## src/rtl/rv_ctrl_pkg.sv

```systemverilog
// Shared encodings for the RV32I multi-cycle control sequencer: FSM states,
// base opcodes and PC source select.
package rv_ctrl_pkg;

  typedef logic [2:0] ctrl_state_t;

  localparam ctrl_state_t S_IDLE   = 3'd0;
  localparam ctrl_state_t S_FETCH  = 3'd1;
  localparam ctrl_state_t S_DECODE = 3'd2;
  localparam ctrl_state_t S_EXEC   = 3'd3;
  localparam ctrl_state_t S_MEM    = 3'd4;
  localparam ctrl_state_t S_WB     = 3'd5;
  localparam ctrl_state_t S_HALT   = 3'd6;
  localparam ctrl_state_t S_TRAP   = 3'd7;

  localparam logic [6:0] OPC_LOAD   = 7'b0000011;
  localparam logic [6:0] OPC_STORE  = 7'b0100011;
  localparam logic [6:0] OPC_BRANCH = 7'b1100011;
  localparam logic [6:0] OPC_JAL    = 7'b1101111;
  localparam logic [6:0] OPC_JALR   = 7'b1100111;
  localparam logic [6:0] OPC_OP     = 7'b0110011;
  localparam logic [6:0] OPC_OP_IMM = 7'b0010011;
  localparam logic [6:0] OPC_LUI    = 7'b0110111;
  localparam logic [6:0] OPC_AUIPC  = 7'b0010111;
  localparam logic [6:0] OPC_SYSTEM = 7'b1110011;

  localparam logic [1:0] PCSEL_SEQ  = 2'd0;
  localparam logic [1:0] PCSEL_TGT  = 2'd1;
  localparam logic [1:0] PCSEL_JALR = 2'd2;

endpackage

```

## src/rtl/rv_opcode_class.sv

```systemverilog
// Combinational opcode classifier: maps ir[6:0] onto the instruction classes
// the sequencer branches on.
module rv_opcode_class
  import rv_ctrl_pkg::*;
(
  input  logic [6:0] opcode,
  output logic       is_load,
  output logic       is_store,
  output logic       is_branch,
  output logic       is_jal,
  output logic       is_jalr,
  output logic       is_sys,
  output logic       illegal
);

  logic is_alu;

  assign is_load   = (opcode == OPC_LOAD);
  assign is_store  = (opcode == OPC_STORE);
  assign is_branch = (opcode == OPC_BRANCH);
  assign is_jal    = (opcode == OPC_JAL);
  assign is_jalr   = (opcode == OPC_JALR);
  assign is_sys    = (opcode == OPC_SYSTEM);
  assign is_alu    = (opcode == OPC_OP) || (opcode == OPC_OP_IMM) ||
                     (opcode == OPC_LUI) || (opcode == OPC_AUIPC);

  assign illegal = !(is_load || is_store || is_branch || is_jal || is_jalr ||
                     is_sys || is_alu);

endmodule

```

## src/rtl/rv_multicycle_ctrl.sv

```systemverilog
// RV32I multi-cycle control sequencer: fetch handshake, IR, decode, and
// ALU/MEM/WB/PC sequencing. RV_CTRL_PERF_CNT_EN enables the cycle/instret counters.
module rv_multicycle_ctrl
  import rv_ctrl_pkg::*;
#(
  parameter int BUS_TIMEOUT = 0,
  parameter int CNT_W       = 64
) (
  input  logic             clk,
  input  logic             rst_n,
  input  logic             run,
  output logic             imem_req,
  input  logic             imem_ack,
  input  logic [31:0]      imem_rdata,
  output logic [31:0]      ir,
  output logic             ir_we,
  output logic             alu_start,
  input  logic             alu_done,
  input  logic             br_taken,
  output logic             dmem_req,
  output logic             dmem_we,
  input  logic             dmem_ack,
  output logic             rf_we,
  output logic             pc_we,
  output logic [1:0]       pc_sel,
  output logic             halted,
  output logic             trap,
  output logic [CNT_W-1:0] cycle_cnt,
  output logic [CNT_W-1:0] instret
);

  localparam int TW = (BUS_TIMEOUT > 1) ? $clog2(BUS_TIMEOUT) : 1;
  localparam logic [TW-1:0] TO_LAST = TW'((BUS_TIMEOUT > 0) ? BUS_TIMEOUT - 1 : 0);

  ctrl_state_t   state, nxt;
  logic [TW-1:0] wcnt;
  logic          alu_wait;
  logic          timeout;
  logic          is_load, is_store, is_branch, is_jal, is_jalr, is_sys, illegal;
  ctrl_state_t   after_retire;

  rv_opcode_class u_cls (
    .opcode    (ir[6:0]),
    .is_load   (is_load),
    .is_store  (is_store),
    .is_branch (is_branch),
    .is_jal    (is_jal),
    .is_jalr   (is_jalr),
    .is_sys    (is_sys),
    .illegal   (illegal)
  );

  // wcnt counts cycles spent in the current state; only FETCH/MEM consult it
  assign timeout      = (BUS_TIMEOUT != 0) && (wcnt == TO_LAST);
  assign after_retire = run ? S_FETCH : S_IDLE;

  always_comb begin
    nxt       = state;
    ir_we     = 1'b0;
    alu_start = 1'b0;
    rf_we     = 1'b0;
    pc_we     = 1'b0;
    pc_sel    = PCSEL_SEQ;
    case (state)
      S_IDLE:   if (run) nxt = S_FETCH;
      S_FETCH: begin
        if (imem_ack) begin
          ir_we = 1'b1;
          nxt   = S_DECODE;
        end else if (timeout) begin
          nxt = S_TRAP;
        end
      end
      S_DECODE: begin
        if (is_sys)       nxt = S_HALT;
        else if (illegal) nxt = S_TRAP;
        else              nxt = S_EXEC;
      end
      S_EXEC: begin
        alu_start = !alu_wait;
        if (alu_done) begin
          if (is_load || is_store) begin
            nxt = S_MEM;
          end else if (is_branch) begin
            pc_we  = 1'b1;
            pc_sel = br_taken ? PCSEL_TGT : PCSEL_SEQ;
            nxt    = after_retire;
          end else begin
            nxt = S_WB;
          end
        end
      end
      S_MEM: begin
        if (dmem_ack) begin
          if (is_store) begin
            pc_we = 1'b1;
            nxt   = after_retire;
          end else begin
            nxt = S_WB;
          end
        end else if (timeout) begin
          nxt = S_TRAP;
        end
      end
      S_WB: begin
        rf_we  = 1'b1;
        pc_we  = 1'b1;
        pc_sel = is_jal ? PCSEL_TGT : (is_jalr ? PCSEL_JALR : PCSEL_SEQ);
        nxt    = after_retire;
      end
      S_HALT:  nxt = S_HALT;
      S_TRAP:  nxt = S_TRAP;
      default: nxt = S_IDLE;
    endcase
  end

  assign imem_req = (state == S_FETCH);
  assign dmem_req = (state == S_MEM);
  assign dmem_we  = (state == S_MEM) && is_store;
  assign halted   = (state == S_HALT) || (state == S_TRAP);
  assign trap     = (state == S_TRAP);

  always_ff @(posedge clk or negedge rst_n) begin
    if (!rst_n) begin
      state    <= S_IDLE;
      ir       <= '0;
      wcnt     <= '0;
      alu_wait <= 1'b0;
    end else begin
      state    <= nxt;
      alu_wait <= (state == S_EXEC) && (nxt == S_EXEC);
      wcnt     <= (nxt != state) ? '0 : wcnt + TW'(1);
      if (ir_we) ir <= imem_rdata;
    end
  end

`ifdef RV_CTRL_PERF_CNT_EN
  logic [CNT_W-1:0] cyc_q, ret_q;
  logic             active;

  assign active = !((state == S_IDLE) || (state == S_HALT) || (state == S_TRAP));

  // every retirement coincides with its final pc_we
  always_ff @(posedge clk or negedge rst_n) begin
    if (!rst_n) begin
      cyc_q <= '0;
      ret_q <= '0;
    end else begin
      if (active) cyc_q <= cyc_q + CNT_W'(1);
      if (pc_we)  ret_q <= ret_q + CNT_W'(1);
    end
  end

  assign cycle_cnt = cyc_q;
  assign instret   = ret_q;
`else
  assign cycle_cnt = '0;
  assign instret   = '0;
`endif

endmodule
```

## config.mk

```make
export PLATFORM = sky130hd
export DESIGN_NAME = rv_multicycle_ctrl
export DESIGN_NICKNAME = d
export VERILOG_FILES = /design/src/rtl/rv_ctrl_pkg.sv /design/src/rtl/rv_opcode_class.sv /design/src/rtl/rv_multicycle_ctrl.sv
export SDC_FILE = /design/constraint.sdc
export NUM_CORES = 1
export LEC_CHECK = 0
export CORE_MARGIN = 2
export CORE_UTILIZATION = 30
export CTS_CLUSTER_DIAMETER = 30
export DETAILED_ROUTE_END_ITERATION = 16
export PLACE_DENSITY = 0.78
export SETUP_SLACK_MARGIN = 0.4
export SYNTH_ARGS = -nofsm -noshare
export SYNTH_HDL_FRONTEND = slang
export SYNTH_SLANG_ARGS = --single-unit
export TNS_END_PERCENT = 100
```

## constraint.sdc

```tcl
create_clock -name clk -period 1.45 [get_ports clk]
set_input_delay 0.145 -clock clk [delete_from_list [all_inputs] [get_ports clk]]
set_output_delay 0.145 -clock clk [all_outputs]
set_load 0.05 [all_outputs]
```

==> results <==
-- synthesized netlist by cell type (all sizes together) --
master	n	area (µm²)
a311oi	1	8.76
conb	1	3.75
nand2b	3	18.8
nand2	4	15.0
and4bb	1	12.5
nand4b	1	8.76
dfrtp	36	901
a211oi	2	15.0
a2111oi	1	8.76
nand4	1	6.26
and3	1	6.26
inv	2	7.51
and2	1	6.26
a311o	2	20.0
nand3b	2	15.0
a211o	1	8.76
o211ai	1	7.51
nor3b	1	7.51
nand3	2	10.0
nor4	1	6.26
nor2	7	33.8
a31o	1	8.76
clkbuf	3	11.3
mux2	32	360
a21oi	4	20.0
nor2b	3	21.3
o211a	1	10.0
buf	132	988
nor3	2	10.0
a22o	1	8.76
or3b	1	8.76
a31oi	1	6.26
-- layout make-up --
| cell class | instances | area (µm²) | share of cell area [%] |
|---|---|---|---|
| clock buffers | 7 | 96.3 | 2.31 |
| multi-input cells | 207 | 1390 | 33.3 |
| inverters | 2 | 11.3 | 0.270 |
| repair buffers | 142 | 1610 | 38.4 |
| flip-flops and latches | 36 | 911 | 21.8 |
| clock inverters | 1 | 30.0 | 0.719 |
| well taps | 105 | 131 | 3.14 |
-- critical path, cell delays in order, from the launching register on --
cell,delay (ns)
dfrtp_2,0.41
and4bb_2,0.35
or3b_4,0.41
nor2_4,0.11
buf_12,0.14
-- power by group through the flow --
stage | registers, µW | clock network [µW] | logic [µW]
after floorplan | 3400 | 0 | 2690
after global placement | 1870 | 0 | 5940
after detailed placement | 1870 | 0 | 6010
after CTS | 1880 | 1000 | 6820
after global routing | 1970 | 1050 | 7400
final | 1910 | 965 | 7160
-- metrics by stage --
step	setup TNS, ns	utilization, %	cells	hold slack (ns)	worst slack [ns]
detailed placement	-2.47	42.3	460	0.144	-0.138
finish	-8.62	50.3	500	0.356	-0.399
floorplan	-5.29	-	380	-0.151	-0.278
global route	-11.13	50.3	500	0.400	-0.453
CTS	-8.20	48.9	494	0.377	-0.394
global placement	-1.68	42.3	460	0.138	-0.101
-- registers in the layout, indices dropped and copies added, names as in the netlist --
signal    count
alu_wait      1
state         3
ir           32
-- worst paths after layout --
check	cells after the start	startpoint	endpoint	slack, ns
min in group clk	2	imem_rdata[6]	ir[6]$_DFFE_PN0P_	0.47
max in group asynchronous	3	rst_n	ir[28]$_DFFE_PN0P_	0.57
worst min register to register	1	ir[14]$_DFFE_PN0P_	ir[14]$_DFFE_PN0P_	0.51
worst min-delay path	2	rst_n	state[0]$_DFF_PN0_	0.36
worst max register to register	7	ir[3]$_DFFE_PN0P_	state[2]$_DFF_PN0_	-0.39
worst max-delay path	4	ir[3]$_DFFE_PN0P_	dmem_we	-0.40
-- logic make-up (layout without fill, tap and decap cells) --
kind of cell / after synthesis / after routing / share of synthesized area, %
AO/OA/AOI/OAI: 16 / 16 / 4.75
buffers and inverters: 137 / 152 / 39.0
flip-flops: 36 / 36 / 34.9
multiplexers: 32 / 32 / 14.0
other: 1 / 128 / 0.145
AND/OR/NAND/NOR: 31 / 31 / 7.22
-- layer usage --
layer,up-vias,GRT usage (%),wire (µm)
li1,863,-,-
met1,951,13.4,2190
met2,128,23.4,3480
met3,10,2.89,485
met4,0,4.55,101
met5,-,0,0
-- cells in the final DEF, fill, tap and decap left out, drive strengths merged, types with 2 or more instances in the layout --
cell type,Yosys,layout
nand3,2,2
conb,1,128
nor3,2,2
a311o,2,2
a211oi,2,2
nand3b,2,2
a21oi,4,4
clkbuf,3,7
buf,132,104
mux2,32,32
nor2b,3,3
nor2,7,7
nand2b,3,3
dfrtp,36,36
clkdlybuf4s50,0,37
nand2,4,4
-- repair_timing --
item	4_1_cts	5_1_grt
hold buffers	1	0
resized for setup	50	18
cloned	2	0
buffers inserted	23	6
pin swaps	9	3
setup endpoints to repair	52	60
hold endpoints to repair	18	0
==> metrics.txt <==
CTS sink cnt 36; Sequential Power Share 19.0%; htree depth 2; CORE AREA 8300 µm²; areal power density over the cells 2400 nW/µm²; Yosys reg bits 36; cells after synthesis 253; CTS Root Cell clkbuf_8; fin nets 433; Worst Setup Start Kind register; clock share of power 9.6%; GP Congestion 0.852; CP Capture Type output port; Starting Density 31.1%; design area 4180 µm²; vias 1952; Vias/cell 3.90; Crit Path Max Fanout 4; antenna violations before repair 0; P_int 5310 µW; worst setup margin -0.399 ns; number of global-route vias before repair 1839; Critical Path RT 1.31 ns; Rows 33; share of cells above drive strength 1 44.6%; Port-buffer cells 81; DR pass1 iterations 4; cell area after synthesis 2580 µm²; max-cap check violation count 0; CTS tree yes; run status complete, but fails checks; antenna-violating nets left 0; leakage power 0.00207 µW; overall routing resource usage 12.4%; fill count 729; Max Slew Vio Count 0; clock latency on the worst-skew pair 0.28 ns; largest net degree at the start of global routing 21; Setup violations, final 42; Longest Clk Path Bufs 2; Clock transition at path regs 0.08 ns; Net Sw Frac 47.1%; Routed WL 6250 µm; DRC violations left 0; part of the cycle the worst path needs 128%; Post-DP HPWL 4190 µm; Area after DPL 3510 µm²; GR Overflow Total 0; switching power 4720 µW; maximum vdd drop 0.00101 V; Slew @ Worst Pin 0.644 ns; Max Fclk 541 MHz; Tmin final 1.85 ns; first-pass GRT wire length 9380 µm; Tot Pwr 10000 µW; diode count 0; Hold Crit Class primary input to async pin; Num CTS Buffers 5; synth unique cells 35; failing checks negative setup slack; post-synthesis sequential area ratio 34.9%; Die Y 96.8 µm; Die Area 9360 µm²; clock skew 0.00559 ns; Final Hold Fails 0; WL/cell 12.5 µm; Area Growth Syn to Fin 61.9%; Ports 210; Mean Syn Cell Area 10.2 µm²; Crit path arrival time 1.70 ns; Yosys Warn Count 0; worst relative slew slack 55.9%; Die W 96.8 µm; critical path class register to output port; RSZ-0062 raised after global routing yes; Iter 0 DRT Violations 43; Logic pwr share 71.3%
Power figures use the tool's default switching activity.
